[config.mk]
export PLATFORM = sky130hd
export DESIGN_NAME = pin_bus_sequencer
export DESIGN_NICKNAME = d
export VERILOG_FILES = /design/src/rtl/pin_bus_pkg.sv /design/src/rtl/pin_sync2.sv /design/src/rtl/pin_bus_sequencer.sv
export SDC_FILE = /design/constraint.sdc
export NUM_CORES = 1
export LEC_CHECK = 0
export CORE_ASPECT_RATIO = 0.7
export CORE_MARGIN = 4
export CORE_UTILIZATION = 35
export DETAILED_ROUTE_END_ITERATION = 10
export PLACE_DENSITY = 0.63
export SETUP_SLACK_MARGIN = 0.2
export SYNTH_ARGS = -nofsm -noshare
export SYNTH_HDL_FRONTEND = slang
export SYNTH_SLANG_ARGS = --single-unit
[constraint.sdc]
create_clock -name clk -period 3.3 [get_ports clk]
set_input_delay 0.33 -clock clk [delete_from_list [all_inputs] [get_ports clk]]
set_output_delay 0.33 -clock clk [all_outputs]
set_load 0.05 [all_outputs]
[src/rtl/pin_bus_pkg.sv]
// Shared state encoding and default timing for the pad bus sequencer.
// The max3 helper sizes the single shared phase counter.
package pin_bus_pkg;

  typedef enum logic [1:0] {
    ST_IDLE   = 2'd0,
    ST_DRIVE  = 2'd1,
    ST_TURN   = 2'd2,
    ST_SETTLE = 2'd3
  } seq_state_e;

  localparam int DEF_NPINS         = 4;
  localparam int DEF_DRIVE_CYCLES  = 4;
  localparam int DEF_TURN_CYCLES   = 2;
  localparam int DEF_SETTLE_CYCLES = 3;

  function automatic int max3(input int a, input int b, input int c);
    int m;
    m = a;
    if (b > m) m = b;
    if (c > m) m = c;
    return m;
  endfunction

endpackage

[src/rtl/pin_sync2.sv]
// Two-flop synchronizer for asynchronous pad inputs.
// Both stages clear to zero on reset.
module pin_sync2 #(
  parameter int WIDTH = 1
) (
  input  logic             clk,
  input  logic             resetn,
  input  logic [WIDTH-1:0] d,
  output logic [WIDTH-1:0] q
);

  logic [WIDTH-1:0] meta;

  always_ff @(posedge clk or negedge resetn) begin
    if (!resetn) begin
      meta <= '0;
      q    <= '0;
    end else begin
      meta <= d;
      q    <= meta;
    end
  end

endmodule

[src/rtl/pin_bus_sequencer.sv]
// Time-multiplexes a set of shared bidirectional pads between write bursts
// and settled read captures; pad buffers themselves live outside this block.
module pin_bus_sequencer
  import pin_bus_pkg::*;
#(
  parameter int NPINS         = DEF_NPINS,
  parameter int DRIVE_CYCLES  = DEF_DRIVE_CYCLES,
  parameter int TURN_CYCLES   = DEF_TURN_CYCLES,
  parameter int SETTLE_CYCLES = DEF_SETTLE_CYCLES
) (
  input  logic             clk,
  input  logic             resetn,
  input  logic             wr_valid,
  output logic             wr_ready,
  input  logic [NPINS-1:0] wr_data,
  input  logic             rd_valid,
  output logic             rd_ready,
  output logic             rsp_valid,
  output logic [NPINS-1:0] rsp_data,
  output logic [NPINS-1:0] pad_oe,
  output logic [NPINS-1:0] pad_dout,
  input  logic [NPINS-1:0] pad_din,
  output logic             busy
);

  localparam int MAX_CYCLES = max3(DRIVE_CYCLES, TURN_CYCLES, SETTLE_CYCLES);
  localparam int CNT_W      = $clog2(MAX_CYCLES + 1);

  localparam logic [CNT_W-1:0] DRIVE_LOAD  = CNT_W'(DRIVE_CYCLES - 1);
  localparam logic [CNT_W-1:0] TURN_LOAD   = CNT_W'(TURN_CYCLES - 1);
  localparam logic [CNT_W-1:0] SETTLE_LOAD = CNT_W'(SETTLE_CYCLES - 1);
  localparam logic [CNT_W-1:0] CNT_ONE     = CNT_W'(1);

  seq_state_e       state;
  logic [CNT_W-1:0] cnt;
  logic             prio_wr;
  logic [NPINS-1:0] din_sync;
  logic             idle;
  logic             cnt_done;
  logic             wr_fire;
  logic             rd_fire;

  pin_sync2 #(
    .WIDTH(NPINS)
  ) u_sync (
    .clk   (clk),
    .resetn(resetn),
    .d     (pad_din),
    .q     (din_sync)
  );

  assign idle     = (state == ST_IDLE);
  assign cnt_done = (cnt == '0);
  assign busy     = !idle;

  // Grant decode; resetn gates it so no handshake is offered while held in reset.
  assign wr_ready = resetn && idle && wr_valid && (!rd_valid || prio_wr);
  assign rd_ready = resetn && idle && rd_valid && !(wr_valid && prio_wr);
  assign wr_fire  = wr_valid && wr_ready;
  assign rd_fire  = rd_valid && rd_ready;

  // Decoded from the state register so an async reset releases the pads at once.
  assign pad_oe = (state == ST_DRIVE) ? '1 : '0;

  always_ff @(posedge clk or negedge resetn) begin
    if (!resetn) begin
      state     <= ST_IDLE;
      cnt       <= '0;
      prio_wr   <= 1'b1;
      pad_dout  <= '0;
      rsp_valid <= 1'b0;
      rsp_data  <= '0;
    end else begin
      rsp_valid <= 1'b0;
      case (state)
        ST_IDLE: begin
          if (wr_fire) begin
            state    <= ST_DRIVE;
            cnt      <= DRIVE_LOAD;
            pad_dout <= wr_data;
            prio_wr  <= 1'b0;
          end else if (rd_fire) begin
            state   <= ST_SETTLE;
            cnt     <= SETTLE_LOAD;
            prio_wr <= 1'b1;
          end
        end
        ST_DRIVE: begin
          if (cnt_done) begin
            state <= ST_TURN;
            cnt   <= TURN_LOAD;
          end else begin
            cnt <= cnt - CNT_ONE;
          end
        end
        ST_TURN: begin
          if (cnt_done) begin
            state <= ST_IDLE;
          end else begin
            cnt <= cnt - CNT_ONE;
          end
        end
        ST_SETTLE: begin
          // Capture happens while OE is low, after the full settle window.
          if (cnt_done) begin
            state     <= ST_IDLE;
            rsp_valid <= 1'b1;
            rsp_data  <= din_sync;
          end else begin
            cnt <= cnt - CNT_ONE;
          end
        end
        default: begin
          state <= ST_IDLE;
          cnt   <= '0;
        end
      endcase
    end
  end

endmodule
==> flow_summary_export.csv <==
group,metric,value,unit
sta,setup_violations,0,
critical_path,ff2ff_setup_slack,1320,ps
detailed_routing,viasPerCell,4.58,
power,seqPwrFrac,0.340,
sta,hold_viol,0,
logic_synthesis,synth_compound_area_frac,0.0789,
logic_synthesis,yosysWarnings,0,
critical_path,worst-path-stages,3,
sta,tns,0,ps
logic_synthesis,synth_top_area_share,0.560,
finish,fin_nets,115,
logic_synthesis,synth_common_cells,"dfrtp_1, inv_1, mux2_2, mux2_4",
die,io_pins,28,
finish,layout-drive-gt1-share,0.220,
sta,rsz0062_at_grt,"false",
critical_path,worst_setup_path_end_kind,"primary output",
grt,grt_max_degree,26,
sta,fin_crit_sh,0.689,
grt,grt_antenna_before_repair,0,
logic_synthesis,synth_edf_count,0,
logic_synthesis,synthDistinctLibCells,29,
critical_path,cp.arrival,1950,ps
sta,whs,353,ps
logic_synthesis,synth_top_family_by_area,"simple AND/OR/NAND/NOR gates",
detailed_routing,wirelength,1780,microns
logic_synthesis,synth_seq_cells,23,
power,finalPower,1360,uW
sta,max-slew-margin-rel,0.649,
logic_synthesis,ys_async_sr_fraction,1.00,
logic_synthesis,synth_largest_area_cell,"dfrtp_1",
clocking,cts_tree,"yes",
power,vdd_drop_max,0.314,mV
clocking,htree_levels,1,
critical_path,cp-start-kind,"flip-flop",
clocking,clock_latency,260,ps
logic_synthesis,synth_adder_area_share,0.0254,
critical_path,crit_buf_inv,2,
logic_synthesis,synth_most_common_cell,"dfrtp_1",
detailed_routing,drc_errors,0,
die,dieArea,3740,sq um
sta,final.min_clock_period,2280,ps
grt,grt_pass1_wl,3060,microns
critical_path,slowest_delay,850,ps
logic_synthesis,synth_xor_area_frac,0,
sta,slew_violations,0,
critical_path,endpoint,"pad_oe[3]",
logic_synthesis,yosys.area_share.simple,0.130,
clocking,clk_path_buf_depth,2,
critical_path,crit_fanout,8,
clocking,clkSinkCount,23,
grt,grt_use_total,0.108,
placement,dpl-instance-area,1280,sq um
detailed_routing,dr.pass1.iters,4,
worst_hold_path,hp-class,"flip-flop to flip-flop",
die,fp.dieW,71.4,microns
critical_path,cpMaxStageDelayCell,"clkdlybuf4s50_1",
die,die_h,52.4,microns
clocking,ctsResizeCount,0,
placement,hpwl,1390,microns
clocking,cts_buffers,3,
logic_synthesis,seq_area_frac_synth,0.587,
logic_synthesis,syn-num-nets,87,
logic_synthesis,synthMuxAreaShare,0.117,
power,p_leak,0.000589,uW
grt,grt-ovfl-total,0,
grt,grt_pass1_vias,643,
logic_synthesis,avgSynthCellArea,13.5,sq um
sta,clock.fmax,0.440,GHz
power,p_sw_frac,0.437,
detailed_routing,ant_nets,0,
sta,finalClockSkew,6.96,ps
die,fp.coreArea,2570,sq um
job,cap_viol_max_count,0,
critical_path,path_class,"flip-flop to primary output",
clocking,hold_buffers,0,
clocking,clkTransAtPathRegs,80,ps
placement,port_buffers,27,
logic_synthesis,synthCells,73,
critical_path,startpoint,"state[0]",
critical_path,reg2reg_depth,5,
critical_path,r2r_end,"rsp_data[2]",
clocking,cts_setup_buffers,0,
power,combPwrFrac,0.537,
die,start_util,0.382,
critical_path,cp_cell_sequence,"inv_1 > nor2_1 > clkdlybuf4s50_1",
logic_synthesis,ys.flop_type,"dfrtp_1",
power,p_per_area,1020,nW/um^2
critical_path,critical_path.reg2reg.startpoint,"cnt[0]",
status,status,"completed",
detailed_routing,wl_per_cell,13.3,microns
finish,areaGrowthSynthToFinish,35.2,%
power,p_int,764,uW
sta,tightestPinTransition,525,ps
finish,final_area,1330,sq um
logic_synthesis,synth_area,983,sq um
detailed_routing,drt_iter0_drc,23,
critical_path,worstPathRequired,2970,ps
power,p_clk_frac,0.123,
finish,insertedDiodeCount,0,
clocking,cts_root_buf,"clkbuf_8",
detailed_routing,via_count,614,
die,row_count,15,
logic_synthesis,synthTopCellsByArea,"dfrtp_1, mux2_4, mux2_2",
placement,globalplace.congestion,0.678,
critical_path,path_delay_family,"buffers and inverters",
power,switching_power,592,uW
-- layer usage --
layer / part of all wire / track usage
met5: 0 / 0
met3: 0.059 / 0.0326
met1: 0.42 / 0.141
met4: 0.0067 / 0.0469
met2: 0.51 / 0.168
-- power groups by stage --
stage	registers (uW)	clock network, uW	logic [uW]
detailed placement	470	0	732
floorplan	617	0	378
global placement	464	0	729
CTS	463	177	735
global route	477	187	773
finish	461	166	728
-- stage by stage --
stage,utilization,instances,setup WS (ps)
4_1_cts,0.517,134,999
2_1_floorplan,-,73,1360
3_5_place_dp,0.500,130,1290
5_1_grt,0.517,134,891
6_report,0.517,134,1020
3_3_place_gp,0.500,130,1340
-- layout make-up --
type	instances	area (sq um)
Fill cell	232	1240
Sequential cell	23	577
Multi-Input combinational cell	39	345
Timing Repair Buffer	28	298
Clock buffer	4	45.0
Tap cell	34	42.5
Inverter	6	22.5
-- cell usage in the layout, fill, tap and decap left out, types with 2 or more instances in the layout --
cell type,count
a221o_2,2
and3_2,2
buf_12,2
clkbuf_8,3
clkdlybuf4s50_1,25
dfrtp_1,22
ha_1,2
inv_1,6
mux2_2,4
mux2_4,4
nand2_1,3
nand2b_1,2
nor2_1,2
nor2b_1,2
nor3_1,2
o21ai_0,2
-- worst min-delay path by stage --
| stage | to | startpoint | slack [ps] | cells past startpoint |
|---|---|---|---|---|
| floorplan | cnt[0] | resetn | 30 | 0 |
| global placement | u_sync.q[0] | u_sync.meta[0] | 330 | 0 |
| detailed placement | u_sync.q[1] | u_sync.meta[1] | 340 | 0 |
| CTS | u_sync.q[1] | u_sync.meta[1] | 360 | 0 |
| global route | u_sync.q[2] | u_sync.meta[2] | 370 | 0 |
| finish | u_sync.q[3] | u_sync.meta[3] | 350 | 0 |
-- state kept, by name, summed over array words and instances, names as in the netlist --
name and flops:
pad_dout 4, rsp_data 4, state 2, prio_wr 1, u_sync.q 4, u_sync.meta 4, rsp_valid 1, cnt 3
-- cell families after synthesis --
group,after synthesis
DFF,23
and+or+nand+nor,18
buffers and inverters,11
AOI/OAI and AO/OA,10
muxes,9
adders and majority gates,2
Note: power is estimated with default switching activity, not from simulation.
